===== config.mk =====
export PLATFORM = sky130hd
export DESIGN_NAME = ram_dump_flat
export DESIGN_NICKNAME = d
export VERILOG_FILES = /design/src/rtl/ram_dump_if.sv /design/src/rtl/ram_dump.sv /design/src/flat_wrapper.sv
export SDC_FILE = /design/constraint.sdc
export NUM_CORES = 1
export LEC_CHECK = 0
export CELL_PAD_IN_SITES_DETAIL_PLACEMENT = 1
export CELL_PAD_IN_SITES_GLOBAL_PLACEMENT = 2
export CORE_ASPECT_RATIO = 0.6
export CORE_MARGIN = 2
export CORE_UTILIZATION = 31
export CTS_CLUSTER_DIAMETER = 60
export DETAILED_ROUTE_END_ITERATION = 10
export HOLD_SLACK_MARGIN = 0.05
export PLACE_DENSITY_LB_ADDON = 0.25
export SLEW_MARGIN = 0
export SYNTH_ARGS = -nofsm -noshare
export SYNTH_HDL_FRONTEND = slang
export SYNTH_SLANG_ARGS = --single-unit

===== constraint.sdc =====
create_clock -name clk_sys_i -period 4.76 [get_ports clk_sys_i]
set_input_delay 0.714 -clock clk_sys_i [delete_from_list [all_inputs] [get_ports clk_sys_i]]
set_output_delay 0.714 -clock clk_sys_i [all_outputs]
set_load 0.01 [all_outputs]

===== src/rtl/ram_dump_if.sv =====
// Memory request port of the RAM dump engine: one outstanding read at a time,
// request held until grant, read data returned later on rvalid.
interface ram_dump_if;
    logic        mem_req;
    logic        mem_gnt;
    logic        mem_we;
    logic [3:0]  mem_be;
    logic [31:0] mem_addr;
    logic        mem_rvalid;
    logic [31:0] mem_rdata;

    modport master (
        output mem_req, mem_we, mem_be, mem_addr,
        input  mem_gnt, mem_rvalid, mem_rdata
    );

    modport slave (
        input  mem_req, mem_we, mem_be, mem_addr,
        output mem_gnt, mem_rvalid, mem_rdata
    );
endinterface


===== src/rtl/ram_dump.sv =====
// Host-requested RAM readback: reads a byte range word by word and pushes it LSB-first into
// the UART TX FIFO. Define RAM_DUMP_CSUM_EN to append a mod-256 checksum byte after the data.
module ram_dump #(
    parameter logic [31:0] MEM_BASE  = 32'h0010_0000,
    parameter logic [31:0] MEM_BYTES = 32'h0001_0000
) (
    input  logic        clk_sys_i,
    input  logic        rst_sys_ni,
    input  logic        start_i,
    input  logic [31:0] addr_ini_i,
    input  logic [31:0] size_i,
    ram_dump_if.master  mem,
    input  logic        tx_full_i,
    output logic        tx_we_o,
    output logic [7:0]  tx_data_o,
    output logic        busy_o,
    output logic        done_o,
    output logic        err_o
);

    typedef enum logic [2:0] {
        StIdle,
        StCheck,
        StReq,
        StWaitRv,
        StSend,
        StFinish
    } state_e;

    state_e      r_state, w_state_d;
    logic [31:0] r_cur_addr, w_cur_addr_d;
    logic [31:0] r_bytes_left, w_bytes_left_d;
    logic [31:0] r_word_buf, w_word_buf_d;
    logic [32:0] w_end_excl;
    logic [32:0] w_ram_end;
    logic        w_range_bad;
    logic [7:0]  w_byte;

`ifdef RAM_DUMP_CSUM_EN
    logic [7:0]  r_csum, w_csum_d;
`endif

    // 33-bit end address exposes overflow of addr+size as bit 32.
    assign w_end_excl  = {1'b0, r_cur_addr} + {1'b0, r_bytes_left};
    assign w_ram_end   = {1'b0, MEM_BASE} + {1'b0, MEM_BYTES};
    assign w_range_bad = (r_cur_addr < MEM_BASE) || w_end_excl[32] || (w_end_excl > w_ram_end);
    assign w_byte      = r_word_buf[{r_cur_addr[1:0], 3'b000} +: 8];

    always_ff @(posedge clk_sys_i or negedge rst_sys_ni) begin
        if (!rst_sys_ni) begin
            r_state      <= StIdle;
            r_cur_addr   <= '0;
            r_bytes_left <= '0;
            r_word_buf   <= '0;
`ifdef RAM_DUMP_CSUM_EN
            r_csum       <= '0;
`endif
        end else begin
            r_state      <= w_state_d;
            r_cur_addr   <= w_cur_addr_d;
            r_bytes_left <= w_bytes_left_d;
            r_word_buf   <= w_word_buf_d;
`ifdef RAM_DUMP_CSUM_EN
            r_csum       <= w_csum_d;
`endif
        end
    end

    always_comb begin
        w_state_d      = r_state;
        w_cur_addr_d   = r_cur_addr;
        w_bytes_left_d = r_bytes_left;
        w_word_buf_d   = r_word_buf;
`ifdef RAM_DUMP_CSUM_EN
        w_csum_d       = r_csum;
`endif
        mem.mem_req    = 1'b0;
        mem.mem_we     = 1'b0;
        mem.mem_be     = 4'h0;
        mem.mem_addr   = '0;
        tx_we_o        = 1'b0;
        tx_data_o      = 8'h00;
        done_o         = 1'b0;
        err_o          = 1'b0;
        busy_o         = (r_state != StIdle);

        unique case (r_state)
            StIdle: begin
                if (start_i) begin
                    w_cur_addr_d   = addr_ini_i;
                    w_bytes_left_d = size_i;
`ifdef RAM_DUMP_CSUM_EN
                    w_csum_d       = 8'h00;
`endif
                    w_state_d      = StCheck;
                end
            end
            StCheck: begin
                if (r_bytes_left == 32'd0) begin
                    done_o    = 1'b1;
                    busy_o    = 1'b0;
                    w_state_d = StIdle;
                end else if (w_range_bad) begin
                    err_o     = 1'b1;
                    busy_o    = 1'b0;
                    w_state_d = StIdle;
                end else begin
                    w_state_d = StReq;
                end
            end
            StReq: begin
                mem.mem_req  = 1'b1;
                mem.mem_be   = 4'hF;
                mem.mem_addr = {r_cur_addr[31:2], 2'b00};
                if (mem.mem_gnt) begin
                    w_state_d = StWaitRv;
                end
            end
            StWaitRv: begin
                if (mem.mem_rvalid) begin
                    w_word_buf_d = mem.mem_rdata;
                    w_state_d    = StSend;
                end
            end
            StSend: begin
                tx_data_o = w_byte;
                if (!tx_full_i) begin
                    tx_we_o        = 1'b1;
                    w_cur_addr_d   = r_cur_addr + 32'd1;
                    w_bytes_left_d = r_bytes_left - 32'd1;
`ifdef RAM_DUMP_CSUM_EN
                    w_csum_d       = r_csum + w_byte;
`endif
                    // Decide on post-push values: last byte, or word exhausted.
                    if (r_bytes_left == 32'd1) begin
                        w_state_d = StFinish;
                    end else if (r_cur_addr[1:0] == 2'b11) begin
                        w_state_d = StReq;
                    end
                end
            end
            StFinish: begin
`ifdef RAM_DUMP_CSUM_EN
                tx_data_o = r_csum;
                if (!tx_full_i) begin
                    tx_we_o   = 1'b1;
                    done_o    = 1'b1;
                    busy_o    = 1'b0;
                    w_state_d = StIdle;
                end
`else
                done_o    = 1'b1;
                busy_o    = 1'b0;
                w_state_d = StIdle;
`endif
            end
            default: begin
                w_state_d = StIdle;
            end
        endcase
    end

endmodule


===== src/flat_wrapper.sv =====
// flat-port wrapper written by rule: the top's interface ports become plain ports
module ram_dump_flat 
#(
    parameter logic [31:0] MEM_BASE  = 32'h0010_0000,
    parameter logic [31:0] MEM_BYTES = 32'h0001_0000
)
  (clk_sys_i, rst_sys_ni, start_i, addr_ini_i, size_i, tx_full_i, tx_we_o, tx_data_o, busy_o, done_o, err_o, mem_mem_req, mem_mem_we, mem_mem_be, mem_mem_addr, mem_mem_gnt, mem_mem_rvalid, mem_mem_rdata);
  ram_dump_if mem_i ();
  input  logic clk_sys_i;
  input  logic rst_sys_ni;
  input  logic start_i;
  input  logic [31:0] addr_ini_i;
  input  logic [31:0] size_i;
  input  logic tx_full_i;
  output logic tx_we_o;
  output logic [7:0] tx_data_o;
  output logic busy_o;
  output logic done_o;
  output logic err_o;
  output wire logic [$bits(mem_i.mem_req)-1:0] mem_mem_req;
  output wire logic [$bits(mem_i.mem_we)-1:0] mem_mem_we;
  output wire logic [$bits(mem_i.mem_be)-1:0] mem_mem_be;
  output wire logic [$bits(mem_i.mem_addr)-1:0] mem_mem_addr;
  input wire logic [$bits(mem_i.mem_gnt)-1:0] mem_mem_gnt;
  input wire logic [$bits(mem_i.mem_rvalid)-1:0] mem_mem_rvalid;
  input wire logic [$bits(mem_i.mem_rdata)-1:0] mem_mem_rdata;
  assign mem_mem_req = mem_i.mem_req;
  assign mem_mem_we = mem_i.mem_we;
  assign mem_mem_be = mem_i.mem_be;
  assign mem_mem_addr = mem_i.mem_addr;
  assign mem_i.mem_gnt = mem_mem_gnt;
  assign mem_i.mem_rvalid = mem_mem_rvalid;
  assign mem_i.mem_rdata = mem_mem_rdata;
  ram_dump #(.MEM_BASE(MEM_BASE), .MEM_BYTES(MEM_BYTES)) u_core (.clk_sys_i(clk_sys_i), .rst_sys_ni(rst_sys_ni), .start_i(start_i), .addr_ini_i(addr_ini_i), .size_i(size_i), .mem(mem_i), .tx_full_i(tx_full_i), .tx_we_o(tx_we_o), .tx_data_o(tx_data_o), .busy_o(busy_o), .done_o(done_o), .err_o(err_o));
endmodule

# After elaboration in Yosys (flattened, before gate mapping)
# Cells that the tools add are included.
[op_classes] addsub=3 order_cmp=2 n_eq_ne=12 shifts=1 n_mux=29 n_reduce_logical=9
[ops] operator="two-way mux 32 bit" count=5
[ops] operator="one-hot mux 32 bit (2 select lines)" count=2
[ops] operator="adder 32 x 32 -> 33 bit" count=1
[ops] operator="> comparator 33 x 21 -> 1 bit (second input constant)" count=1
[ops] operator="adder 32 x 1 -> 32 bit (second input constant)" count=1
[ops] operator="equality test 32 x 1 -> 1 bit (second input constant)" count=1
[ops] operator="logical NOT 32 bit" count=1
[ops] operator="less-than comparator 32 x 21 -> 1 bit (second input constant)" count=1
[ops] operator="indexed part select 32 x 6 -> 8 bit" count=1
[ops] operator="subtractor 32 x 1 -> 32 bit (second input constant)" count=1
[ops] operator="two-way mux 3 bit" count=7
[ops] operator="one-hot mux 3 bit (5 select lines)" count=1
[ops] operator="two-way mux 1 bit" count=9
[ops] operator="two-way mux 8 bit" count=1
[ops] operator="inequality test 2 bit (second input constant)" count=4
[ops] operator="equality test 3 x 2 -> 1 bit (second input constant)" count=2
[ops] operator="equality test 3 bit (second input constant)" count=2
[ops] operator="AND reduction 5 bit" count=1
[ops] operator="two-way mux 4 bit" count=1
[ops] operator="one-hot mux 1 bit (2 select lines)" count=2
[ops] operator="equality test 3 x 1 -> 1 bit (second input constant)" count=1
[ops] operator="logical NOT 3 bit" count=1
[ops] operator="inequality test 3 x 1 -> 1 bit (second input constant)" count=1
[ops] operator="AND reduction 3 bit" count=1
[ops] operator="6 further kinds" count=7
[totals] register_bits=99 in_bits=102 output_inout_bits=50 wordCells=60

# Longest topological paths before layout
# Gate-level depths: netlist of the first run.
[logic_depth] ltp_word=6 mapped_depth=11 depth_no_buf=11

# Least setup slack after synthesis of the first run
# OpenSTA, ideal clock, no wires.
[synth_path] kind="flip-flop to output port" startpoint="register u_core.r_bytes_left[0]" endpoint="output port err_o" arrival_ns=3.134 required_time_ns=4.046 slack_ns=0.912 stages_incl_launch_ff=12 path_buffers=0 path_cell_list="dfrtp_1 -> ha_1 -> fa_1 -> a211oi_2 -> o21ai_2 -> a21oi_1 -> mux2i_1 -> o2111ai_1 -> or4_1 -> o32ai_2 -> nand2_1 -> o31a_1"
[synth_via] elab_chain_len=6 elab_cells_between_ends=8 classes_between="add/sub: 1; order compare: 1; mux: 3; reduce/logical: 3"
[synth_rtl] element="start, declared" line_no="ram_dump.sv:32" text="logic [31:0] r_bytes_left, w_bytes_left_d;"
[synth_rtl] element="start signal, assigned" line_no="ram_dump.sv:61" text="r_bytes_left <= w_bytes_left_d;"
[synth_rtl] element="adder 32 x 32 -> 33 bit" line_no="ram_dump.sv:44" text="assign w_end_excl = {1'b0, r_cur_addr} + {1'b0, r_bytes_left};"
[synth_rtl] element="> comparator 33 x 21 -> 1 bit or logical OR 1 bit (tied branches)" line_no="ram_dump.sv:46" text="assign w_range_bad = (r_cur_addr < MEM_BASE) || w_end_excl[32] || (w_end_excl > w_ram_end);"
[synth_rtl] element="logical OR 1 bit" line_no="ram_dump.sv:46"
[synth_rtl] element="two-way mux 1 bit" line_no="ram_dump.sv:103" text="end else if (w_range_bad) begin"
[synth_rtl] element="two-way mux 1 bit (*)" line_no="ram_dump.sv:99" text="if (r_bytes_left == 32'd0) begin"
[synth_rtl] element="two-way mux 1 bit (*)" line_no="ram_dump.sv:87" text="unique case (r_state)"
[synth_rtl] element="end, declared" line_no="flat_wrapper.sv:19" text="output logic err_o;"
# Every way passes the cells marked *; elsewhere a longest branch is shown, timed or not.

# Worst setup path after layout of the first run
[layout_path] startpoint="register u_core.r_bytes_left[12]" endpoint="output port busy_o"
[layout_via] elab_chain_len=6 elab_cells_between_ends=8 classes_between="add/sub: 1; order compare: 1; mux: 3; reduce/logical: 3"
[layout_rtl] element="adder 32 x 32 -> 33 bit" line_no="ram_dump.sv:44"
[layout_rtl] element="> comparator 33 x 21 -> 1 bit or logical OR 1 bit (tied branches)" line_no="ram_dump.sv:46"
[layout_rtl] element="logical OR 1 bit" line_no="ram_dump.sv:46"
[layout_rtl] element="two-way mux 1 bit" line_no="ram_dump.sv:103"
[layout_rtl] element="two-way mux 1 bit (*)" line_no="ram_dump.sv:99"
[layout_rtl] element="one-hot mux 1 bit (2 select lines) (*)" line_no="ram_dump.sv:87"
[layout_rtl] element="end, declared" line_no="flat_wrapper.sv:17" text="output logic busy_o;"
# Marked as above.

==> qor.tcl, run 1 <==
set qor(worst_slew_margin_rel_pct) 43.4
set qor(length_in_cells_of_the_worst_reg_to_reg_path) 12
set qor(worstPathArrival_ps) 3880
set qor(gr-total-overflow) 0
set qor(post-place-cells) 1483
set qor(drive_above_1_share_pct) 13.3
set qor(timing.final.max_slew_violations) 0
set qor(placement_stage_worst_setup_slack_ps) 122
set qor(starting_density_pct) 31.8
set qor(syn_inst_count) 1000
set qor(seq_area_frac_synth_pct) 30.6
set qor(setup.worst_path.end) {busy_o}
set qor(cts_root_buffer) {sky130_fd_sc_hd__clkbuf_16}
set qor(timing.final.setup_violations) 0
set qor(detail_route.iter0.violations) 587
set qor(final_cells) 1505
set qor(rows) 45
set qor(worstMarginPinSlew_ps) 846
set qor(place.port_buffers) 148
set qor(post-route-drc-count) 0
set qor(grt_pass1_vias) 8587
set qor(finalWorstSetupSlack_ps) 165
set qor(vias_per_instance) 5.64
set qor(antenna_violations_before_repair) 0
set qor(core_area_um2) 25500
set qor(first_pass_grt_wire_length_um) 50900
set qor(mostFrequentLayoutCell) {sky130_fd_sc_hd__clkdlybuf4s50_1}
set qor(synth-xor-area-share_pct) 1.30
set qor(irDropWorstVdd_uv) 243
set qor(fmax_mhz) 218
set qor(hp-class) {in -> async}
set qor(finalClockSkew_ps) 12.8
set qor(die-height_um) 129
set qor(synth_top_cell_by_area) {sky130_fd_sc_hd__dfrtp_1}
set qor(fin_util_pct) 41.4
set qor(synth_seq_cells) 99
set qor(detailedRoute.firstPassIterationCount) 5
set qor(vias) 8483
set qor(synthesis.yosys.warnings) 0
set qor(die_area_um2) 27500
set qor(clock_insertion_delay_worst_skew_ps) 370
set qor(synth.top_cells.by_area) {sky130_fd_sc_hd__dfrtp_1 (31%), sky130_fd_sc_hd__a21oi_1 (6.8%), sky130_fd_sc_hd__o21ai_0 (5.9%)}
set qor(design_power_total_mw) 8.37
set qor(clock_transition_at_the_register_clock_pins_on_the_worst_setup_and_hold_paths_after_cts_ps) 80
set qor(crit_type) {reg -> out}
set qor(synth_fa_ha_area_share_pct) 5.65
set qor(cts-root-to-sink-buffers) 2
set qor(die_wd_um) 213
set qor(netlist_area_um2) 8110
set qor(final_hold_viol_count) 0
set qor(fin_crit_sh_pct) 96.5
set qor(synth_top_family_by_area) {compound AO/OA/AOI/OAI gates}
set qor(grt_util_all_layers_pct) 24.0
set qor(final.hold.worst_slack_ps) 283
set qor(critical_path_required_ps) 4050
set qor(avg_synthesized_cell_area_um2) 8.11
set qor(cts-htree-levels) 3
set qor(synth.lib_cells_used.distinct) 80
set qor(edff_count_synth) 0
set qor(io-pin-count) 152
set qor(tritoncts.num_buffers) 9
set qor(synthDominantCellAreaShare_pct) 30.6
set qor(finalWeightedCongestion) 0.865
set qor(startpoint_type) {flip-flop}
set qor(worst_setup_path_startpoint) {u_core.r_bytes_left[12]}
set qor(post_synth_mux_area_share_pct) 7.66
set qor(synth_compound_area_share_pct) 27.3
set qor(postSynth.asyncResetShare_pct) 100
set qor(worst_reg2reg_path_endpoint) {u_core.r_state[1]}
set qor(nets) 1286
set qor(dp_hpwl_um) 24700
set qor(cts_hold_buffers) 0
set qor(route.final.wire_length_um) 32100
set qor(areaGrowthSynthToFinish_pct) 30.2
set qor(power_leakage_nw) 4.19
set qor(finalCriticalPeriod_ps) 4590
set qor(critical_path_peak_fanout) 8
set qor(postRouteAntennaNets) 0
set qor(yosys_most_used_dff) {sky130_fd_sc_hd__dfrtp_1}
set qor(leading_cell_types_in_the_layout_fill_and_taps_excluded) {sky130_fd_sc_hd__clkdlybuf4s50_1 (145), sky130_fd_sc_hd__a21oi_1 (107), sky130_fd_sc_hd__dfrtp_1 (99)}
set qor(clock_tree_from_tritoncts) {yes}
set qor(antenna_cells) 0
set qor(route.detailed.wl_per_inst_um) 21.3
set qor(end_kind) {primary output}
set qor(pwr_density_cell_nw_per_um2) 793
set qor(reg2reg_slack_ps) 1390
set qor(grt_start_max_net_pins) 59
set qor(timing.max_cap.violations) 0
set qor(worst_r2r_startpoint) {u_core.r_bytes_left[12]}
set qor(synthSimpleGateAreaFrac_pct) 22.2
set qor(status) {finished, final reports clean}
set qor(cts.sink_count) 99
-- state kept, by name, indices dropped and copies added (netlist names) --
name	cells
u_core.r_bytes_left	32
u_core.r_cur_addr	32
u_core.r_word_buf	32
u_core.r_state	3
-- where the power goes --
| group | switching, mW | internal, mW | total, mW |
|---|---|---|---|
| Combinational | 3.40 | 2.34 | 5.74 |
| Sequential | 0.476 | 1.26 | 1.74 |
| Clock | 0.375 | 0.519 | 0.893 |
| Total | 4.25 | 4.12 | 8.37 |
-- final cells by class --
| cell class | count | area, µm² |
|---|---|---|
| Fill cell | 3083 | 15000 |
| Multi-Input combinational cell | 810 | 5290 |
| Sequential cell | 99 | 2480 |
| Timing Repair Buffer | 203 | 1900 |
| Tap cell | 352 | 440 |
| Clock buffer | 9 | 225 |
| Clock inverter | 7 | 121 |
| Inverter | 25 | 93.8 |
-- layer usage --
layer | global-route usage, % | share of wire (%) | up-vias
met5 | 0 | 0 | -
met4 | 3.95 | 1.3 | 0
met3 | 3.34 | 4.1 | 27
li1 | - | - | 4014
met1 | 36.6 | 52 | 4243
met2 | 36.4 | 43 | 199
-- worst min-delay path by stage --
stage                     startpoint                       to  cells after the start
2_1_floorplan             rst_sys_ni   u_core.r_bytes_left[0]                      0
3_3_place_gp   u_core.r_word_buf[30]    u_core.r_word_buf[30]                      1
4_1_cts                   rst_sys_ni     u_core.r_word_buf[5]                      1
3_5_place_dp   u_core.r_word_buf[29]    u_core.r_word_buf[29]                      1
5_1_grt                   rst_sys_ni  u_core.r_bytes_left[30]                      1
6_report                  rst_sys_ni    u_core.r_word_buf[29]                      1
-- critical path, stage by stage, from the launching register on --
cell and delay, ps:
sky130_fd_sc_hd__dfrtp_1 470, sky130_fd_sc_hd__ha_1 500, sky130_fd_sc_hd__nand4_1 170, sky130_fd_sc_hd__nor3_1 280
sky130_fd_sc_hd__a22oi_2 160, sky130_fd_sc_hd__buf_4 190, sky130_fd_sc_hd__a311oi_1 350, sky130_fd_sc_hd__a211oi_2 140
sky130_fd_sc_hd__nand2b_1 200, sky130_fd_sc_hd__o32ai_4 330, sky130_fd_sc_hd__buf_4 160, sky130_fd_sc_hd__nand4_1 190
sky130_fd_sc_hd__nand2_1 120, sky130_fd_sc_hd__clkdlybuf4s15_1 250
-- cells by family (layout without fill, tap and decap cells) --
family,after synthesis,after routing
other,1,3
XOR/XNOR,12,12
multiplexers,48,48
AO/OA/AOI/OAI,356,356
AND/OR/NAND/NOR,355,355
flip-flops,99,99
buffers and inverters,93,244
adder cells (fa/ha/maj),36,36
-- cell usage after synthesis, drive strengths merged, types with 20 or more instances --
| library cell | count |
|---|---|
| nor2 | 86 |
| mux2 | 32 |
| dfrtp | 99 |
| nand2 | 87 |
| nand4 | 21 |
| o21ai | 111 |
| ha | 35 |
| clkbuf | 51 |
| nand3 | 30 |
| and3 | 20 |
| a21oi | 112 |
| nor3 | 36 |
| inv | 25 |
| and2 | 31 |
-- per-stage QoR --
stage | setup TNS, ps | cell area, µm²
after floorplan | 0 | 8110
after global placement | 0 | 10100
after detailed placement | 0 | 10100
after CTS | 0 | 10500
after global routing | -15.3 | 10600
final | 0 | 10600
-- repair_timing --
item / 4_1_cts / 5_1_grt
pin swaps: 6 / 3
gates resized for setup: 8 / 11
endpoints found under the setup margin: 2 / 2
setup buffers: 5 / 1
Power figures use the tool's default switching activity.
==> run 2, diff against run 1 <==
==> constraint.sdc (replaced) <==
create_clock -name clk_sys_i -period 5.1 [get_ports clk_sys_i]
set_input_delay 0.765 -clock clk_sys_i [delete_from_list [all_inputs] [get_ports clk_sys_i]]
set_output_delay 0.765 -clock clk_sys_i [all_outputs]
set_load 0.1 [all_outputs]
==> run 2 against run 1 <==
Net effect:
- global-route usage fell by 0.31 points
- critical path depth fell by 1
- power fell by 5.6%
- combinational power fell by 4.9%
- cell count fell by 2.4%
- clock-buffer cell count did not move
- sequential share of layout area rose by 1.0 points
- cell area fell by 4.1%
- via count fell by 1.7%
- sequential power barely moved
- clock power fell by 21%
==> qor.tcl, run 2 (same netlist as run 1, synthesis figures left out) <==
set qor(status) {finished, final reports clean}
set qor(timing.final.setup_violations) 0 ;# unchanged
set qor(die_wd_um) 213 ;# unchanged
set qor(finalClockSkew_ps) 11.5 ;# -1.25 ps
set qor(setup_tns_ps) 0 ;# unchanged
set qor(critical_path.max_stage_delay_ps) 550 ;# +50 ps
set qor(reg2reg_slack_ps) 1420 ;# +30 ps
set qor(worst_slew_margin_rel_pct) 33.3 ;# -10 points
set qor(finalWorstSetupSlack_ps) 137 ;# -27.8 ps
set qor(power_leakage_nw) 4.03 ;# -3.9%
set qor(grt_start_max_net_pins) 57 ;# -3.4%
set qor(cts.sink_count) 99 ;# unchanged
set qor(placement_stage_worst_setup_slack_ps) 506 ;# +384 ps
set qor(fin_crit_sh_pct) 97.3
set qor(die-height_um) 129 ;# unchanged
set qor(route.final.wire_length_um) 31800 ;# -0.98%
set qor(detail_route.iter0.violations) 666 ;# +13%
set qor(irDropWorstVdd_uv) 320 ;# +31%
set qor(timing.final.max_slew_violations) 0 ;# unchanged
set qor(post-route-drc-count) 0 ;# unchanged
set qor(antenna_cells) 0 ;# unchanged
set qor(finalWeightedCongestion) 0.888 ;# +2.7%
set qor(sequential_cell_area_um2) 2480 ;# unchanged
set qor(regs_by_ff_count) {u_core.r_bytes_left (32), u_core.r_cur_addr (32), u_core.r_word_buf (32)}
set qor(core_area_um2) 25500 ;# unchanged
set qor(tritoncts.num_buffers) 9 ;# unchanged
set qor(vias) 8336 ;# -1.7%
set qor(fmax_mhz) 202
set qor(io-pin-count) 152 ;# unchanged
set qor(antenna_violations_before_repair) 0 ;# unchanged
set qor(cts-root-to-sink-buffers) 2 ;# unchanged
set qor(cts_hold_buffers) 0 ;# unchanged
set qor(worstPathArrival_ps) 4200 ;# +320 ps
set qor(timing.critical_path.slowest_stage_cell) {sky130_fd_sc_hd__or4_1}
set qor(nets) 1250 ;# -2.8%
set qor(grt_pass1_vias) 8267 ;# -3.7%
set qor(final_hold_viol_count) 0 ;# unchanged
set qor(crit_type) {reg -> out}
set qor(postRouteAntennaNets) 0 ;# unchanged
set qor(path_buf_inv) 1 ;# -2
set qor(die_area_um2) 27500 ;# unchanged
set qor(clock_transition_at_the_register_clock_pins_on_the_worst_setup_and_hold_paths_after_cts_ps) 70 ;# about the same
set qor(place.port_buffers) 148 ;# unchanged
set qor(gr-total-overflow) 0 ;# unchanged
set qor(timing.max_cap.violations) 0 ;# unchanged
set qor(hp-class) {in -> async}
set qor(drive_above_1_share_pct) 11.4 ;# -1.9 points
set qor(leading_cell_types_in_the_layout_fill_and_taps_excluded) {sky130_fd_sc_hd__clkdlybuf4s50_1 (125), sky130_fd_sc_hd__a21oi_1 (110), sky130_fd_sc_hd__dfrtp_1 (99)}
set qor(route.detailed.wl_per_inst_um) 21.7 ;# +1.4%
set qor(grt_util_all_layers_pct) 23.7 ;# -0.31 points
set qor(startpoint_type) {flip-flop}
set qor(vias_per_instance) 5.67 ;# +0.68%
set qor(worstMarginPinSlew_ps) 997 ;# +152 ps
set qor(cts-htree-levels) 3 ;# unchanged
set qor(mostFrequentLayoutCell) {sky130_fd_sc_hd__clkdlybuf4s50_1}
set qor(detailedRoute.firstPassIterationCount) 5 ;# unchanged
set qor(critical_path_required_ps) 4340 ;# +290 ps
set qor(starting_density_pct) 31.8 ;# unchanged
set qor(worst_r2r_startpoint) {u_core.r_bytes_left[0]}
set qor(rows) 45 ;# unchanged
set qor(cts_root_buffer) {sky130_fd_sc_hd__clkbuf_16}
set qor(dp_hpwl_um) 24500 ;# -0.89%
set qor(clock_tree_from_tritoncts) {yes}
set qor(finalCriticalPeriod_ps) 4960
set qor(pwr_density_cell_nw_per_um2) 780 ;# -1.6%
set qor(areaGrowthSynthToFinish_pct) 24.8
set qor(worst_setup_path_startpoint) {u_core.r_bytes_left[0]}
set qor(first_pass_grt_wire_length_um) 49400 ;# -3.0%
set qor(multi_input_comb_area_um2) 5230 ;# -1.2%
set qor(clock_insertion_delay_worst_skew_ps) 390 ;# +20 ps
set qor(end_kind) {primary output}
set qor(grt_setup_unrepaired) {false}
set qor(critical_path_peak_fanout) 6 ;# -2
set qor(cp_cell_sequence) {ha_1 > fa_1 > a211oi_2 > o21ai_2 > a21oi_1 > mux2i_1 > o2111ai_1 > or4_1 > o32ai_2 > nand4_1 > nand2_1 > buf_12}
set qor(fillerInstances) 3055 ;# -0.91%
set qor(crit_path_leading_delay_family) {compound AO/OA/AOI/OAI gates}
run 2: path summary, 6_finish.rpt:
kind / endpoint / cells after the start
max: busy_o / 12
min: u_core.r_word_buf[16] / 1
max reg2reg: u_core.r_state[1] / 11
min reg2reg: u_core.r_word_buf[15] / 1
max in group asynchronous: u_core.r_bytes_left[18] / 2
min in group clk_sys_i: u_core.r_word_buf[15] / 1
run 2: through the flow:
step	instances	hold WS, ps	instance area (µm²)	power, mW	utilization [%]
finish	1469	417	10100	7.90	39.7
global route	1469	469	10100	8.51	39.7
CTS	1469	453	10100	7.84	39.6
detailed placement	1453	493	9820	7.10	38.5
global placement	1453	485	9820	7.02	38.5
floorplan	1002	469	8110	5.53	-
run 2: layout make-up:
class / count / share of cell area (%)
Timing Repair Buffer: 167 / 15.7
Inverter: 25 / 0.927
Clock inverter: 7 / 0.606
Sequential cell: 99 / 24.5
Clock buffer: 9 / 2.23
Tap cell: 352 / 4.35
Multi-Input combinational cell: 810 / 51.7
run 2: layer usage:
metal  up-vias  share of wire, %  GRT usage (%)
met5         -                 0              0
met4         0              0.86           2.96
met3        24               4.2           4.24
met2       215                42           35.1
met1      4150                53           36.5
li1       3947                 -              -
run 2: where the power goes:
| group | internal [mW] | total (mW) | switching (mW) |
|---|---|---|---|
| registers | 1.17 | 1.73 | 0.558 |
| logic | 1.92 | 5.46 | 3.54 |
| clock network | 0.339 | 0.708 | 0.369 |
| total | 3.43 | 7.90 | 4.47 |
run 2: repair_timing:
item | 4_1_cts | 5_1_grt
endpoints found under the setup margin | 0 | 2
resized for setup | 0 | 4
setup buffers | 0 | 0
endpoints found under the hold margin | 0 | 0
==> run 3, diff against run 2 <==
--- a/config.mk
+++ b/config.mk
@@ -7,7 +7,7 @@
 export LEC_CHECK = 0
 export CELL_PAD_IN_SITES_DETAIL_PLACEMENT = 1
 export CELL_PAD_IN_SITES_GLOBAL_PLACEMENT = 2
-export CORE_ASPECT_RATIO = 0.6
+export CORE_ASPECT_RATIO = 1.2
 export CORE_MARGIN = 2
 export CORE_UTILIZATION = 31
 export CTS_CLUSTER_DIAMETER = 60
==> constraint.sdc (replaced) <==
create_clock -name clk_sys_i -period 5.1 [get_ports clk_sys_i]
set_input_delay 1.02 -clock clk_sys_i [delete_from_list [all_inputs] [get_ports clk_sys_i]]
set_output_delay 1.02 -clock clk_sys_i [all_outputs]
set_load 0.1 [all_outputs]
==> run 3 against run 2 <==
Net effect:
- sequential share of layout area about the same
- worst setup slack gained 76 ps
- clock-buffer cell count up 3
- critical path type unchanged
- highest routed layer unchanged
==> qor.tcl, run 3 (same netlist as run 1, synthesis figures left out) <==
set qor(core_area_um2) 25600 ;# +0.47%
set qor(vias) 8133 ;# -2.4%
set qor(min_from) {u_core.r_word_buf[31]}
set qor(crit_type) {reg -> out}
set qor(clock_insertion_delay_worst_skew_ps) 370 ;# -20 ps
set qor(startpoint_type) {flip-flop}
set qor(timing.final.setup_violations) 0 ;# unchanged
set qor(worstPathArrival_ps) 3870 ;# -330 ps
set qor(grt_pass1_vias) 8494 ;# +2.7%
set qor(timing.max_cap.violations) 0 ;# unchanged
set qor(cts_root_buffer) {sky130_fd_sc_hd__clkbuf_16}
set qor(route.detailed.wl_per_inst_um) 21.0 ;# -3.1%
set qor(detailedRoute.firstPassIterationCount) 4 ;# -1
set qor(clock_tree_from_tritoncts) {yes}
set qor(final.hold.worst_slack_ps) 504 ;# +86.9 ps
set qor(clock_transition_at_the_register_clock_pins_on_the_worst_setup_and_hold_paths_after_cts_ps) 70 ;# about the same
set qor(rows) 64 ;# +42%
set qor(die-height_um) 181 ;# +40%
set qor(route.final.wire_length_um) 30300 ;# -4.6%
set qor(grt_start_max_net_pins) 57 ;# unchanged
set qor(first_pass_grt_wire_length_um) 48200 ;# -2.5%
set qor(dp_hpwl_um) 23300 ;# -4.9%
set qor(irDropWorstVdd_uv) 359 ;# +12%
set qor(worst_reg2reg_path_endpoint) {u_core.r_state[1]}
set qor(status) {finished, final reports clean}
set qor(tritoncts.num_buffers) 9 ;# unchanged
set qor(gr-total-overflow) 0 ;# unchanged
set qor(multi_input_comb_area_um2) 5260 ;# +0.62%
set qor(fin_crit_sh_pct) 95.8 ;# -1.5 points
set qor(timing.critical_path.slowest_stage_cell) {sky130_fd_sc_hd__or4_1}
set qor(detail_route.iter0.violations) 367 ;# -45%
set qor(hp-class) {reg -> reg}
set qor(critical_path.max_stage_delay_ps) 520 ;# -30 ps
set qor(min_delay_worst_endpoint) {u_core.r_word_buf[31]}
set qor(sequential_cell_area_um2) 2480 ;# unchanged
set qor(finalWeightedCongestion) 0.843 ;# -5.0%
set qor(finalCriticalPeriod_ps) 4890 ;# -75.7 ps
set qor(grt_util_all_layers_pct) 22.6 ;# -1.1 points
set qor(die_area_um2) 27500 ;# -0.13%
set qor(antenna_violations_before_repair) 0 ;# unchanged
set qor(post-route-drc-count) 0 ;# unchanged
set qor(cts-root-to-sink-buffers) 2 ;# unchanged
set qor(io-pin-count) 152 ;# unchanged
set qor(pwr_density_cell_nw_per_um2) 776 ;# -0.61%
set qor(power_leakage_nw) 4.05 ;# +0.65%
set qor(postRouteAntennaNets) 0 ;# unchanged
set qor(vias_per_instance) 5.62 ;# -0.88%
set qor(min_path_cells) 1
set qor(mostFrequentLayoutCell) {sky130_fd_sc_hd__clkdlybuf4s50_1}
set qor(critical_path_required_ps) 4080 ;# -260 ps
set qor(length_in_cells_of_the_worst_reg_to_reg_path) 10 ;# -1
set qor(areaGrowthSynthToFinish_pct) 24.6
set qor(starting_density_pct) 31.6 ;# -0.15 points
set qor(worstMarginPinSlew_ps) 1150 ;# +153 ps
set qor(fillerInstances) 3082 ;# +0.88%
set qor(nets) 1250 ;# unchanged
set qor(cp_cell_sequence) {ha_1 > fa_2 > a211oi_4 > o21ai_2 > a21oi_2 > mux2i_1 > o2111ai_1 > or4_1 > o32ai_2 > nand2_1 > o31a_1 > buf_12}
set qor(worst_r2r_startpoint) {u_core.r_cur_addr[7]}
set qor(cts-htree-levels) 3 ;# unchanged
set qor(die_wd_um) 152 ;# -29%
set qor(place.port_buffers) 148 ;# unchanged
set qor(reg2reg_slack_ps) 1780 ;# +360 ps
set qor(antenna_cells) 0 ;# unchanged
set qor(fmax_mhz) 205 ;# +1.5%
set qor(drive_above_1_share_pct) 12.9 ;# +1.5 points
set qor(final_hold_viol_count) 0 ;# unchanged
set qor(timing.final.max_slew_violations) 0 ;# unchanged
set qor(fin_util_pct) 39.4 ;# -0.26 points
set qor(worst_slew_margin_rel_pct) 23.1 ;# -10 points
set qor(cts.sink_count) 99 ;# unchanged
set qor(end_kind) {primary output}
set qor(finalClockSkew_ps) 11.7 ;# +0.195 ps
set qor(critical_path_peak_fanout) 6 ;# unchanged
set qor(regs_by_ff_count) {u_core.r_bytes_left (32), u_core.r_cur_addr (32), u_core.r_word_buf (32)}
set qor(leading_cell_types_in_the_layout_fill_and_taps_excluded) {sky130_fd_sc_hd__clkdlybuf4s50_1 (112), sky130_fd_sc_hd__a21oi_1 (109), sky130_fd_sc_hd__dfrtp_1 (99)}
[run 3: cell types whose count changed in the layout (fill, tap and decap cells not counted), moves of 2 or more]
cell / previous run / this run
sky130_fd_sc_hd__clkdlybuf4s50_1: 125 / 112
sky130_fd_sc_hd__a2111oi_1: 2 / 0
sky130_fd_sc_hd__a2111oi_2: 0 / 2
sky130_fd_sc_hd__buf_4: 40 / 53
sky130_fd_sc_hd__a211oi_1: 8 / 6
sky130_fd_sc_hd__a21oi_2: 1 / 3
sky130_fd_sc_hd__clkbuf_1: 0 / 2
sky130_fd_sc_hd__clkinv_2: 2 / 0
[run 3: power breakdown]
group          switching [mW]  internal [mW]
sequential              0.567           1.17
combinational            3.43           1.92
clock                   0.344          0.396
[run 3: timing repair]
action                     in CTS  in global routing
gates resized for setup         3                  9
setup endpoints to repair       1                  2
hold buffers                    0                  0
pin swaps                       1                  2
setup buffers                   0                  1
[run 3: critical path, delay by kind of cell, from the launching register on]
kind / cells / cell delay, ps
adder cells (fa/ha/maj): 2 / 680
multiplexers: 1 / 190
AO/OA/AOI/OAI: 6 / 1380
AND/OR/NAND/NOR: 2 / 600
buffers and inverters: 1 / 200
flip-flops: 1 / 440
[run 3: worst max path at each step]
stage                  end                    from
floorplan           done_o  u_core.r_bytes_left[2]
global placement    busy_o  u_core.r_bytes_left[0]
detailed placement  busy_o  u_core.r_bytes_left[0]
CTS                  err_o  u_core.r_bytes_left[0]
global route        busy_o    u_core.r_cur_addr[7]
finish               err_o  u_core.r_bytes_left[0]
[run 3: final cells by class]
class	instances	area share, %
multi-input cells	810	52.1
flip-flops and latches	99	24.5
repair buffers	167	15.4
well taps	330	4.09
clock buffers	12	2.44
inverters	25	0.929
clock inverters	3	0.471
[run 3: through the flow]
step / setup TNS (ps) / area [µm²] / setup slack, ps / power (mW) / std cells
after floorplan: 0 / 8110 / 482 / 5.53 / 1002
after global placement: 0 / 9760 / 416 / 6.98 / 1430
after detailed placement: 0 / 9760 / 311 / 7.03 / 1430
after CTS: 0 / 10100 / 21.2 / 7.82 / 1445
after global routing: -6.43 / 10100 / -6.43 / 8.52 / 1446
final: 0 / 10100 / 213 / 7.83 / 1446
[run 3: routing by layer]
| layer | global-route usage [%] | vias to the layer above | share of wire (%) |
|---|---|---|---|
| li1 | - | 3944 | - |
| met1 | 29.3 | 4044 | 45 |
| met2 | 38.2 | 130 | 49 |
| met3 | 5.10 | 15 | 5.1 |
| met4 | 4.59 | 0 | 1.0 |
| met5 | 0 | - | 0 |
